<file path="config.mk">
export PLATFORM = sky130hd
export DESIGN_NAME = ones_pattern_gen
export DESIGN_NICKNAME = d
export VERILOG_FILES = /design/src/rtl/ones_pattern_gen.sv
export SDC_FILE = /design/constraint.sdc
export NUM_CORES = 1
export LEC_CHECK = 0
export CORE_UTILIZATION = 54
export DETAILED_ROUTE_END_ITERATION = 6
export GPL_TIMING_DRIVEN = 0
export HOLD_SLACK_MARGIN = 0.12
export PLACE_DENSITY_LB_ADDON = 0.3
export SLEW_MARGIN = 20
export SYNTH_ARGS = -nofsm -noshare
export SYNTH_HDL_FRONTEND = slang
export SYNTH_SLANG_ARGS = --single-unit
</file>
<file path="constraint.sdc">
create_clock -name clk -period 4.6 [get_ports clk]
set_input_delay 0.46 -clock clk [delete_from_list [all_inputs] [get_ports clk]]
set_output_delay 0.46 -clock clk [all_outputs]
set_load 0.03 [all_outputs]
</file>
<file path="src/rtl/ones_pattern_gen.sv">
// Thermometer-code generator: builds a WIDTH-bit word with `count` ones, right-justified, one '1' per clock.
// Optional serial readout of the pattern is enabled by defining ONES_PATTERN_GEN_SERIAL_OUT_EN.
module ones_pattern_gen #(
  parameter int WIDTH = 8,
  parameter int CW    = $clog2(WIDTH + 1)
) (
  input  logic             clk,
  input  logic             reset,
  input  logic             start,
  input  logic [CW-1:0]    count,
  output logic [WIDTH-1:0] pattern,
  output logic             done,
  output logic             sat,
  output logic             ser_valid,
  output logic             ser_data
);

  localparam logic [CW-1:0] W_CNT = CW'(WIDTH);

  typedef enum logic [1:0] {S_IDLE, S_FILL, S_SHIFT, S_DONE} state_t;

  state_t           r_state, w_state_next;
  logic [CW-1:0]    r_rem, w_rem_next;
  logic [WIDTH-1:0] r_shreg, w_shreg_next;
  logic [WIDTH-1:0] r_pattern, w_pattern_next;
  logic             r_done, w_done_next;
  logic             r_sat, w_sat_next;
  logic             w_sat_req;

  // Counts above WIDTH saturate instead of wrapping.
  assign w_sat_req = (count > W_CNT);

`ifdef ONES_PATTERN_GEN_SERIAL_OUT_EN
  logic [WIDTH-1:0] r_ser_sh, w_ser_sh_next;
  logic [CW-1:0]    r_bit_cnt, w_bit_cnt_next;
  logic             r_ser_valid, w_ser_valid_next;
  logic             r_ser_data, w_ser_data_next;
`endif

  always_ff @(posedge clk or negedge reset) begin
    if (!reset) r_state <= S_IDLE;
    else        r_state <= w_state_next;
  end

  always_comb begin
    w_state_next = r_state;
    case (r_state)
      S_IDLE:  if (start) w_state_next = S_FILL;
      S_FILL:
        if (r_rem == '0) begin
`ifdef ONES_PATTERN_GEN_SERIAL_OUT_EN
          w_state_next = S_SHIFT;
`else
          w_state_next = S_DONE;
`endif
        end
`ifdef ONES_PATTERN_GEN_SERIAL_OUT_EN
      S_SHIFT: if (r_bit_cnt == W_CNT) w_state_next = S_DONE;
`endif
      S_DONE:  if (!start) w_state_next = S_IDLE;
      default: w_state_next = S_IDLE;
    endcase
  end

  always_comb begin
    w_rem_next     = r_rem;
    w_shreg_next   = r_shreg;
    w_pattern_next = r_pattern;
    w_done_next    = r_done;
    w_sat_next     = r_sat;
`ifdef ONES_PATTERN_GEN_SERIAL_OUT_EN
    w_ser_sh_next    = r_ser_sh;
    w_bit_cnt_next   = r_bit_cnt;
    w_ser_valid_next = r_ser_valid;
    w_ser_data_next  = r_ser_data;
`endif
    case (r_state)
      S_IDLE:
        if (start) begin
          w_rem_next   = w_sat_req ? W_CNT : count;
          w_sat_next   = w_sat_req;
          w_shreg_next = '0;
        end
      S_FILL:
        if (r_rem != '0) begin
          w_shreg_next = {r_shreg[WIDTH-2:0], 1'b1};
          w_rem_next   = r_rem - 1'b1;
        end else begin
`ifdef ONES_PATTERN_GEN_SERIAL_OUT_EN
          // The first serial bit leaves on the FILL exit edge; r_shreg stays intact for pattern.
          w_ser_valid_next = 1'b1;
          w_ser_data_next  = r_shreg[0];
          w_ser_sh_next    = r_shreg >> 1;
          w_bit_cnt_next   = CW'(1);
`else
          w_pattern_next = r_shreg;
          w_done_next    = 1'b1;
`endif
        end
`ifdef ONES_PATTERN_GEN_SERIAL_OUT_EN
      S_SHIFT:
        if (r_bit_cnt != W_CNT) begin
          w_ser_valid_next = 1'b1;
          w_ser_data_next  = r_ser_sh[0];
          w_ser_sh_next    = r_ser_sh >> 1;
          w_bit_cnt_next   = r_bit_cnt + 1'b1;
        end else begin
          w_ser_valid_next = 1'b0;
          w_ser_data_next  = 1'b0;
          w_pattern_next   = r_shreg;
          w_done_next      = 1'b1;
        end
`endif
      S_DONE:  if (!start) w_done_next = 1'b0;
      default: ;
    endcase
  end

  always_ff @(posedge clk or negedge reset) begin
    if (!reset) begin
      r_rem     <= '0;
      r_shreg   <= '0;
      r_pattern <= '0;
      r_done    <= 1'b0;
      r_sat     <= 1'b0;
    end else begin
      r_rem     <= w_rem_next;
      r_shreg   <= w_shreg_next;
      r_pattern <= w_pattern_next;
      r_done    <= w_done_next;
      r_sat     <= w_sat_next;
    end
  end

`ifdef ONES_PATTERN_GEN_SERIAL_OUT_EN
  always_ff @(posedge clk or negedge reset) begin
    if (!reset) begin
      r_ser_sh    <= '0;
      r_bit_cnt   <= '0;
      r_ser_valid <= 1'b0;
      r_ser_data  <= 1'b0;
    end else begin
      r_ser_sh    <= w_ser_sh_next;
      r_bit_cnt   <= w_bit_cnt_next;
      r_ser_valid <= w_ser_valid_next;
      r_ser_data  <= w_ser_data_next;
    end
  end

  assign ser_valid = r_ser_valid;
  assign ser_data  = r_ser_data;
`else
  assign ser_valid = 1'b0;
  assign ser_data  = 1'b0;
`endif

  assign pattern = r_pattern;
  assign done    = r_done;
  assign sat     = r_sat;

endmodule

</file>
==> impl_metrics.env <==
export IMPL_status="completed"
export IMPL_min_period_ps=1840
export IMPL_drc=0
export IMPL_grt_usage_pct=23.2
export IMPL_nets=116
export IMPL_firstDrtPassIters=4
export IMPL_power_density_mw_per_mm2=813
export IMPL_synth_top_area_share_pct=55.1
export IMPL_start_util_pct=60.5
export IMPL_die_h_um=46.9
export IMPL_p_switching_mw=0.422
export IMPL_vias=741
export IMPL_cts_root_buf="clkbuf_4"
export IMPL_clk_pin_slew_worst_paths_ps=140
export IMPL_cp_end_kind="output pin"
export IMPL_setup_viol=0
export IMPL_diodes=0
export IMPL_hold_violations=0
export IMPL_worst_ep_arrival_time_ps=1380
export IMPL_p_leak_nw=0.588
export IMPL_finalPower_mw=1.09
export IMPL_multi_input_area_um2=435
export IMPL_slew_headroom_pct=63.3
export IMPL_async_flop_share_pct=100
export IMPL_syn2layout_area_growth_pct=23.2
export IMPL_grt_start_max_net_pins=25
export IMPL_synth_area_per_cell_um2=12.8
export IMPL_globalRoute_totalOverflow=0
export IMPL_cts_sinks=24
export IMPL_grt_pass1_wl_mm=3.46
export IMPL_internal_power_mw=0.670
export IMPL_netlist_instances=85
export IMPL_cp_startpoint="done"
export IMPL_crit_required_ps=4140
export IMPL_insertion_delay_ps=320
export IMPL_synth_area_leaders="dfrtp_1 55%, mux2_2 7.2%, a22o_1 5.6%, nor4bb_4 2.3%, buf_6 2.1%"
export IMPL_peakVddDrop_mv=0.440
export IMPL_r2r_start="r_rem[0]"
export IMPL_seq_power_share_pct=35.6
export IMPL_coreArea_mm2=0.00180
export IMPL_synth_edf_count=0
export IMPL_fin_crit_sh_pct=39.9
export IMPL_synth_seq_cells=24
export IMPL_gp_congestion=0.774
export IMPL_drive_gt1_share_pct=18.7
export IMPL_dieArea_mm2=0.00220
export IMPL_drv_slew=0
export IMPL_fill_cells=128
export IMPL_critPathTopFamily="buffers and inverters"
export IMPL_cp_slowest_cell="clkdlybuf4s50_1"
export IMPL_num_rows=15
export IMPL_cp_max_fo=2
export IMPL_cts_htree_levels=1
export IMPL_fin_setup_tns_ps=0
export IMPL_vias_per_cell=5.61
export IMPL_routed_wl_mm=2.01
export IMPL_hpwl_mm=1.42
export IMPL_synth_top_area_cell="dfrtp_1"
export IMPL_worst_hold_slack_ps=518
export IMPL_grt_pass1_vias=761
export IMPL_antenna_found_initial=0
export IMPL_cts_buffers=3
export IMPL_die_x_um=46.9
export IMPL_dp_slack_ps=2650
export IMPL_layout_setup_ws_ps=2760
export IMPL_first_iter_violations=11
export IMPL_ys_warn_count=0
export IMPL_synth_seq_area_share_pct=55.1
export IMPL_slowest_delay_ps=670
export IMPL_power_share_combinational_pct=50.3
export IMPL_hp_start="sat"
export IMPL_cts_buffer_depth=2
export IMPL_mostFrequentLayoutCells="24 x dfrtp_1, 15 x clkdlybuf4s50_1, 7 x mux2_2, 7 x a22o_1, 4 x inv_1"
export IMPL_final_setup_skew_ps=10.8
export IMPL_synthFlopType="dfrtp_1"
export IMPL_final_seq_area_um2=601
export IMPL_ant_nets=0
export IMPL_syn_area_mm2=0.00109
export IMPL_final_common_cell="dfrtp_1"
export IMPL_cts_tree="built"
export IMPL_portBuffers=16
export IMPL_swShare_pct=38.6
export IMPL_drv_cap=0
export IMPL_synth_cell_types=34
export IMPL_cp_cell_sequence="clkdlybuf4s50_1"
export IMPL_critPathLaunchType="register"
export IMPL_grt_setup_unrepaired="false"
export IMPL_fmax_mhz=545
export IMPL_hold_class="reg2reg"
export IMPL_crit_buf_inv=1
export IMPL_path_class="reg2out"
export IMPL_routedWlPerCell_um=15.3
export IMPL_power_share_clock_pct=14.1
export IMPL_io_pins=19
export IMPL_max_slew_worst_pin_slew_ps=548
## through the flow
| step | utilization [%] | cells | area [µm²] |
|---|---|---|---|
| after floorplan | - | 86 | 1090 |
| after detailed placement | 71.3 | 127 | 1280 |
| after global placement | 71.3 | 127 | 1280 |
| after CTS | 74.2 | 131 | 1340 |
| after global routing | 74.5 | 132 | 1340 |
| final | 74.5 | 132 | 1340 |
## synthesized netlist by cell type, types with 2 or more instances
| cell | count |
|---|---|
| nand2_1 | 3 |
| o21ai_0 | 3 |
| mux2_2 | 7 |
| inv_1 | 4 |
| dfrtp_1 | 24 |
| o22a_1 | 2 |
| a21oi_1 | 2 |
| mux2_1 | 2 |
| or3_1 | 2 |
| nand3b_1 | 2 |
| nand2b_1 | 2 |
| a211oi_1 | 2 |
| buf_6 | 2 |
| buf_4 | 2 |
| a22o_1 | 7 |
## cell type report
cell class / instances / area share [%]
flip-flops and latches: 24 / 44.7
clock inverters: 1 / 2.24
inverters: 4 / 1.12
well taps: 25 / 2.33
multi-input cells: 53 / 32.4
clock buffers: 3 / 1.68
repair buffers: 17 / 12.3
plain buffers: 5 / 3.17
## cell families after synthesis
family	after synthesis	synth area share [%]
DFF	24	55.1
AOI/OAI and AO/OA	22	15.4
and+or+nand+nor	18	12.5
muxes	10	10.2
buffers and inverters	9	5.28
adders and majority gates	1	1.15
other	1	0.344
## per-layer routing
layer | routed length, µm | GRT usage (%) | vias to the layer above
li1 | - | - | 352
met1 | 945 | 30.7 | 370
met2 | 990 | 36.9 | 15
met3 | 54 | 5.00 | 4
met4 | 22 | 10.3 | 0
met5 | 0 | 0 | -
## repair_timing
| action | in CTS | in global routing |
|---|---|---|
| setup endpoints to repair | 0 | 0 |
| hold buffers | 0 | 1 |
| resized for setup | 0 | 0 |
| endpoints found under the hold margin | 0 | 2 |
| setup buffers | 0 | 0 |
## worst paths after layout
check	end	slack, ps	cells after the start
min	sat	520	1
min reg2reg	sat	520	1
min in group asynchronous	r_rem[0]	620	2
max	done	2760	1
max reg2reg	r_rem[1]	2800	6
max in group asynchronous	sat	3620	2
## power by group through the flow
stage / Combinational, mW / Clock, mW / Sequential [mW]
after floorplan: 0.309 / 0 / 0.460
after global placement: 0.530 / 0 / 0.384
after detailed placement: 0.548 / 0 / 0.392
after CTS: 0.552 / 0.156 / 0.389
after global routing: 0.600 / 0.163 / 0.401
final: 0.550 / 0.154 / 0.388
## state kept, by name, indices dropped and copies added (netlist names)
| register | flops |
|---|---|
| done | 1 |
| pattern | 8 |
| r_rem | 4 |
| r_shreg | 8 |
| r_state | 2 |
| sat | 1 |
No activity file was read; power rests on OpenSTA's default activity.
